`config.mk`:
```
export PLATFORM = sky130hd
export DESIGN_NAME = dmi_jtag
export DESIGN_NICKNAME = d
export VERILOG_FILES = /design/src/rtl/dmi_jtag.sv
export SDC_FILE = /design/constraint.sdc
export NUM_CORES = 1
export LEC_CHECK = 0
export ABC_AREA = 1
export ABC_CLOCK_PERIOD_IN_PS = 2500
export CAP_MARGIN = 20
export CORE_MARGIN = 2
export CORE_UTILIZATION = 64
export CTS_BUF_LIST = sky130_fd_sc_hd__clkbuf_4 sky130_fd_sc_hd__clkbuf_8 sky130_fd_sc_hd__clkbuf_16
export DETAILED_ROUTE_END_ITERATION = 6
export DONT_BUFFER_PORTS = 1
export GPL_TIMING_DRIVEN = 0
export PLACE_DENSITY = 0.84
export SYNTH_ARGS = -nofsm -noshare
export SYNTH_HDL_FRONTEND = slang
export SYNTH_SLANG_ARGS = --single-unit
```
`constraint.sdc`:
```
create_clock -name tck_i -period 2.5 [get_ports tck_i]
set_input_delay 0.25 -clock tck_i [delete_from_list [all_inputs] [get_ports tck_i]]
set_output_delay 0.25 -clock tck_i [all_outputs]
set_load 0.005 [all_outputs]
```
`src/rtl/dmi_jtag.sv`:
```
`timescale 1ns/1ps
// JTAG debug transport: IEEE 1149.1 TAP (IDCODE/DTMCS/DMIACCESS/BYPASS) bridging DMIACCESS scans onto the DMI.
// A request is raised the tck after UpdateDR and held until dmi_req_ready_i; responses are taken only in wait states.
module dmi_jtag #(
    parameter logic [31:0] IdcodeValue = 32'h0000_0001
) (
    input  logic        tck_i,
    input  logic        trst_ni,
    input  logic        tms_i,
    input  logic        td_i,
    output logic        td_o,
    output logic        tdo_oe_o,
    output logic        dmi_clear_o,
    output logic [40:0] dmi_req_o,
    output logic        dmi_req_valid_o,
    input  logic        dmi_req_ready_i,
    input  logic [33:0] dmi_resp_i,
    input  logic        dmi_resp_valid_i,
    output logic        dmi_resp_ready_o
);

    typedef enum logic [3:0] {
        TestLogicReset, RunTestIdle, SelectDrScan, CaptureDr, ShiftDr, Exit1Dr, PauseDr, Exit2Dr,
        UpdateDr, SelectIrScan, CaptureIr, ShiftIr, Exit1Ir, PauseIr, Exit2Ir, UpdateIr
    } tap_state_e;

    typedef enum logic [2:0] {Idle, Read, WaitReadValid, Write, WaitWriteValid} dmi_state_e;

    typedef struct packed {
        logic [6:0]  addr;
        logic [31:0] data;
        logic [1:0]  op;
    } dmi_dr_t;

    localparam logic [4:0] IrIdcode = 5'h01;
    localparam logic [4:0] IrDtmcs  = 5'h10;
    localparam logic [4:0] IrDmi    = 5'h11;

    tap_state_e  r_tap_state, w_tap_next;
    dmi_state_e  r_dmi_state, w_dmi_next;
    logic [4:0]  r_ir, r_ir_shift;
    logic [40:0] r_dr, w_dr_capture, w_dr_shifted;
    logic [6:0]  r_addr;
    logic [31:0] r_data;
    logic [1:0]  r_error, w_req_op, w_dmi_status;
    dmi_dr_t     w_dmi_dr;
    logic        w_sel_idcode, w_sel_dtmcs, w_sel_dmi, w_ir_path, w_dmi_busy;
    logic        w_update_dmi, w_update_dtmcs, w_capture_dmi, w_dmi_start;
    logic        w_dmi_reset, w_dmi_hardreset, w_resp_done;

    always_ff @(posedge tck_i or negedge trst_ni) begin
        if (!trst_ni) r_tap_state <= TestLogicReset;
        else          r_tap_state <= w_tap_next;
    end

    always_comb begin
        w_tap_next = r_tap_state;
        case (r_tap_state)
            TestLogicReset: w_tap_next = tms_i ? TestLogicReset : RunTestIdle;
            RunTestIdle:    w_tap_next = tms_i ? SelectDrScan   : RunTestIdle;
            SelectDrScan:   w_tap_next = tms_i ? SelectIrScan   : CaptureDr;
            CaptureDr:      w_tap_next = tms_i ? Exit1Dr        : ShiftDr;
            ShiftDr:        w_tap_next = tms_i ? Exit1Dr        : ShiftDr;
            Exit1Dr:        w_tap_next = tms_i ? UpdateDr       : PauseDr;
            PauseDr:        w_tap_next = tms_i ? Exit2Dr        : PauseDr;
            Exit2Dr:        w_tap_next = tms_i ? UpdateDr       : ShiftDr;
            UpdateDr:       w_tap_next = tms_i ? SelectDrScan   : RunTestIdle;
            SelectIrScan:   w_tap_next = tms_i ? TestLogicReset : CaptureIr;
            CaptureIr:      w_tap_next = tms_i ? Exit1Ir        : ShiftIr;
            ShiftIr:        w_tap_next = tms_i ? Exit1Ir        : ShiftIr;
            Exit1Ir:        w_tap_next = tms_i ? UpdateIr       : PauseIr;
            PauseIr:        w_tap_next = tms_i ? Exit2Ir        : PauseIr;
            Exit2Ir:        w_tap_next = tms_i ? UpdateIr       : ShiftIr;
            UpdateIr:       w_tap_next = tms_i ? SelectDrScan   : RunTestIdle;
        endcase
    end

    always_ff @(posedge tck_i or negedge trst_ni) begin
        if (!trst_ni) begin
            r_ir       <= IrIdcode;
            r_ir_shift <= 5'b00001;
        end else begin
            case (r_tap_state)
                TestLogicReset: r_ir       <= IrIdcode;
                CaptureIr:      r_ir_shift <= 5'b00001;
                ShiftIr:        r_ir_shift <= {td_i, r_ir_shift[4:1]};
                UpdateIr:       r_ir       <= r_ir_shift;
                default:        ;
            endcase
        end
    end

    assign w_sel_idcode = (r_ir == IrIdcode);
    assign w_sel_dtmcs  = (r_ir == IrDtmcs);
    assign w_sel_dmi    = (r_ir == IrDmi);
    assign w_dmi_busy   = (r_dmi_state != Idle);
    assign w_dmi_status = w_dmi_busy ? 2'b11 : r_error;
    assign w_dmi_dr     = r_dr;

    // Every DR shares one 41-bit shifter; td_i enters at the MSB of the selected register's width.
    always_comb begin
        w_dr_capture = '0;
        w_dr_shifted = {40'b0, td_i};
        if (w_sel_idcode) begin
            w_dr_capture = {9'b0, IdcodeValue};
            w_dr_shifted = {9'b0, td_i, r_dr[31:1]};
        end else if (w_sel_dtmcs) begin
            w_dr_capture = {9'b0, 14'b0, 1'b0, 1'b0, 1'b0, 3'd1, r_error, 6'd7, 4'd1};
            w_dr_shifted = {9'b0, td_i, r_dr[31:1]};
        end else if (w_sel_dmi) begin
            w_dr_capture = {r_addr, r_data, w_dmi_status};
            w_dr_shifted = {td_i, r_dr[40:1]};
        end
    end

    always_ff @(posedge tck_i or negedge trst_ni) begin
        if (!trst_ni)                      r_dr <= '0;
        else if (r_tap_state == CaptureDr) r_dr <= w_dr_capture;
        else if (r_tap_state == ShiftDr)   r_dr <= w_dr_shifted;
    end

    assign w_ir_path = r_tap_state inside {CaptureIr, ShiftIr, Exit1Ir, PauseIr, Exit2Ir, UpdateIr};

    always_ff @(negedge tck_i or negedge trst_ni) begin
        if (!trst_ni) td_o <= 1'b0;
        else          td_o <= w_ir_path ? r_ir_shift[0] : r_dr[0];
    end

    assign tdo_oe_o        = (r_tap_state == ShiftIr) || (r_tap_state == ShiftDr);
    assign w_update_dmi    = (r_tap_state == UpdateDr) && w_sel_dmi;
    assign w_update_dtmcs  = (r_tap_state == UpdateDr) && w_sel_dtmcs;
    assign w_capture_dmi   = (r_tap_state == CaptureDr) && w_sel_dmi;
    assign w_dmi_reset     = w_update_dtmcs && r_dr[16];
    assign w_dmi_hardreset = w_update_dtmcs && r_dr[17];
    assign w_dmi_start     = w_update_dmi && (r_error == 2'b00) && (r_dmi_state == Idle);
    assign dmi_clear_o     = w_dmi_hardreset || (r_tap_state == TestLogicReset);

    always_ff @(posedge tck_i or negedge trst_ni) begin
        if (!trst_ni) r_dmi_state <= Idle;
        else          r_dmi_state <= w_dmi_next;
    end

    always_comb begin
        w_dmi_next       = r_dmi_state;
        dmi_req_valid_o  = 1'b0;
        dmi_resp_ready_o = 1'b0;
        w_req_op         = 2'd0;
        case (r_dmi_state)
            Idle: begin
                if (w_dmi_start && w_dmi_dr.op == 2'd1)      w_dmi_next = Read;
                else if (w_dmi_start && w_dmi_dr.op == 2'd2) w_dmi_next = Write;
            end
            Read: begin
                dmi_req_valid_o = 1'b1;
                w_req_op        = 2'd1;
                if (dmi_req_ready_i) w_dmi_next = WaitReadValid;
            end
            WaitReadValid: begin
                dmi_resp_ready_o = 1'b1;
                if (dmi_resp_valid_i) w_dmi_next = Idle;
            end
            Write: begin
                dmi_req_valid_o = 1'b1;
                w_req_op        = 2'd2;
                if (dmi_req_ready_i) w_dmi_next = WaitWriteValid;
            end
            WaitWriteValid: begin
                dmi_resp_ready_o = 1'b1;
                if (dmi_resp_valid_i) w_dmi_next = Idle;
            end
            default: w_dmi_next = Idle;
        endcase
        // Hard reset abandons the transaction, so no handshake may complete on that edge.
        if (w_dmi_hardreset) begin
            w_dmi_next       = Idle;
            dmi_req_valid_o  = 1'b0;
            dmi_resp_ready_o = 1'b0;
        end
    end

    assign dmi_req_o   = {r_addr, w_req_op, r_data};
    assign w_resp_done = dmi_resp_ready_o && dmi_resp_valid_i;

    always_ff @(posedge tck_i or negedge trst_ni) begin
        if (!trst_ni) begin
            r_addr  <= '0;
            r_data  <= '0;
            r_error <= 2'b00;
        end else begin
            if (w_dmi_start) begin
                r_addr <= w_dmi_dr.addr;
                r_data <= w_dmi_dr.data;
            end
            if (w_resp_done && r_dmi_state == WaitReadValid) r_data <= dmi_resp_i[33:2];
            if (w_resp_done && dmi_resp_i[1:0] != 2'b00 && r_error == 2'b00) r_error <= 2'b10;
            if (w_capture_dmi && w_dmi_busy) r_error <= 2'b11;
            if (w_dmi_reset || w_dmi_hardreset) r_error <= 2'b00;
        end
    end

endmodule

```
==> summary.txt <==
Worst setup path
  – CP startpoint: r_tap_state[3]
  – Crit path max-delay family: flip-flops
  – R2r endpoint: td_o
  – CP Capture Type: register
  – Worst path max stage delay: 0.39 ns
  – CP Data Required Time: 1.44 ns
  – Crit Path Max Fanout: 6
  – Crit-path slowest cell: dfrtp_1
  – CP startpoint kind: register
  – FF-to-FF path depth: 5
  – R2R setup slack: 0.14 ns
  – Worst reg2reg path startpoint: r_tap_state[3]
  – Crit path DAT: 1.30 ns
  – Critical Setup Path Class: register to register
  – Critical-path cell list: inv_2, nor2_4, nand2_2, a21oi_1, a31oi_1
  – Sum of buffers and inverters on the critical path: 1

Layout
  – Fillcell total: 594
  – Layout cells sized above 1: 18.3%
  – Layout Cell Area excl Fill: 5550 um2
  – P&R area growth vs syn: 7.08%
  – Commonest non-fill, non-tap cells in the layout: nand2_1, dfrtp_1, nand3_1
  – Antenna Diode Count: 0
  – Post-layout net count: 676
  – Most common cell after layout, fill and taps aside: nand2_1

Synth
  – Synth unique cells: 36
  – Complex-gate fraction of the synthesized area: 12.0%
  – Post-synthesis instance area: 5180 um2
  – Post-synthesis sequential area ratio: 48.3%
  – Avg Cell Area, Syn: 8.34 um2
  – Xor/xnor share of the synthesized area: 0%
  – Synthesized instance count: 621
  – Top cells by area, synth: dfrtp_1, nand2_1, nand3_1, nor2_1, nand3_2
  – Fraction of synthesized area in multiplexers: 0%
  – Seq cells post-synth: 100
  – Simple-Gate Fraction of Synth Area: 32.0%
  – Adder-Cell Fraction of Synth Area: 0%
  – Yosys top cell area share: 46.8%
  – Leading area contributor after synthesis: dfrtp_1
  – Syn Nets: 661
  – YS warnings: 0
  – Largest family of logic cells by synthesized area: simple AND/OR/NAND/NOR gates

Status
  – Status: finished, violations left
  – Failing checks: negative hold slack

Detailed routing
  – WL per Instance: 17.7 um
  – Detailed Routing Iterations Pass 1: 6
  – Via/cell ratio: 6.16
  – Vias: 4,579
  – Routed WL: 13,100 um
  – Antenna Nets Post-Route: 0
  – Iter 0 DRT Violations: 393
  – DRC errors left: 0

Pwr
  – Power per cell area: 1100 nW/um2
  – P_leak: 0.00273 uW
  – Worst vdd ir: 0.585 mV

Clock tree
  – Total CTS buffers: 9
  – Max Buffers Root-to-Sink: 2
  – Clock Sink Count: 100
  – H-tree depth: 3
  – Clock Latency Late Sink: 0.37 ns
  – Worst-path clk slew: 0.11 ns
  – Clock root buffer: clkbuf_8
  – CTS tree: yes

Placed design
  – Port Buf Inserts: 0
  – Pre-CTS setup slack: 0.0680 ns
  – Routability congestion estimate: 0.940
  – Placed cell area: 5310 um2
  – DP HPWL: 9320 um

GRT
  – Vias in the first global route: 4,545
  – Total GRT Usage: 31.1%
  – Largest net degree at the start of global routing: 101
  – Global-route wire length before repair: 21,400 um
  – Remaining Overflow, GRT: 0
  – Initial antenna violation count: 0

Hold path
  – HP Class: input port to asynchronous set/reset pin

Die
  – DIE AREA: 8830 um2
  – Num rows: 32
  – Die H: 94.0 um
  – # IOs: 86
  – Die width: 94.0 um
  – Effective utilization at floorplan: 66.7%
  – Area of the core: 7770 um2

STA
  – Final Setup Violations: 0
  – Worst-margin pin slew: 0.531 ns
  – Sum Neg Setup Slack: 0 ns
  – Worst Clk Skew: 0.0221 ns
  – Hold Slack: -0.449 ns
  – Final Slew Violations: 0
  – RSZ-0062 raised after global routing: false
  – Setup ws final: 0.140 ns
  – Slew headroom: 64.6%
  – Final Hold Vio Count: 100

Run
  – Max-Cap Viols: 0
==> worst reg2reg max path, stage by stage, from the launching register on <==
cell,delay (ns)
dfrtp_1,0.39
inv_2,0.06
nor2_4,0.15
nand2_2,0.12
a21oi_1,0.16
a31oi_1,0.06
==> how the worst max path moves through the flow <==
stage               endpoint  slack [ns]  cells past startpoint
finish                  td_o        0.14                      5
global placement        td_o        0.11                      4
CTS                     td_o        0.01                      4
detailed placement      td_o        0.07                      4
global route            td_o        0.05                      5
floorplan               td_o        0.21                      4
==> per-layer routing <==
metal	wire, um	up-vias	track usage [%]
met2	6600	263	51.4
met5	0	-	0
met3	1250	33	9.47
li1	-	2098	-
met1	4990	2185	38.9
met4	282	0	10.6
==> stage by stage <==
step | hold slack [ns] | utilization, % | total power (uW) | instances
finish | -0.449 | 71.4 | 6090 | 743
CTS | -0.448 | 71.0 | 6040 | 739
global placement | -0.0425 | 68.3 | 4830 | 723
floorplan | -0.0456 | - | 4350 | 621
global route | -0.466 | 71.4 | 6490 | 743
detailed placement | -0.0435 | 68.3 | 4950 | 723
==> synth_stat cells, drive strengths merged <==
master     n
a22oi      2
o31ai      1
o21a       2
clkbuf     2
dfstp      2
dfrtn      1
buf       29
nor3       3
nand2    183
a31oi     28
nor3b      1
inv       46
a211o      1
nor2      62
o21ai     31
a21o       4
nand3     90
o2111ai    1
a21oi     19
dfrtp     97
o211ai     5
o22ai     11
==> timing repair <==
item | CTS | global route
hold endpoints to repair | 99 | 100
resized for setup | 0 | 1
setup endpoints to repair | 0 | 1
setup buffers | 0 | 3
==> where the power goes <==
group	internal [uW]	leakage, uW	switching, uW
clock	477	0.000102	615
combinational	840	0.00139	1310
sequential	2220	0.00123	625
total	3540	0.00273	2550
==> cell type report <==
type                            instances  area, um2  area share [%]
Buffer                                 31        215            3.88
Clock inverter                          7       80.1            1.44
Multi-Input combinational cell        444       2280            41.1
Tap cell                              102        128            2.30
Sequential cell                       100       2500            45.2
Inverter                               46        183            3.29
Timing Repair Buffer                    4       32.5           0.586
Clock buffer                            9        124            2.23
==> cells by family after synthesis <==
group,after synthesis
AND/OR/NAND/NOR,339
flip-flops,100
buffers and inverters,77
AO/OA/AOI/OAI,105
==> sequential cells by signal, summed over array words and instances, names as in the netlist <==
name / flops
r_addr: 7
r_data: 32
r_dmi_state: 3
r_dr: 41
r_error: 2
r_ir: 5
r_ir_shift: 5
r_tap_state: 4
td_o: 1
Power figures use the tool's default switching activity.
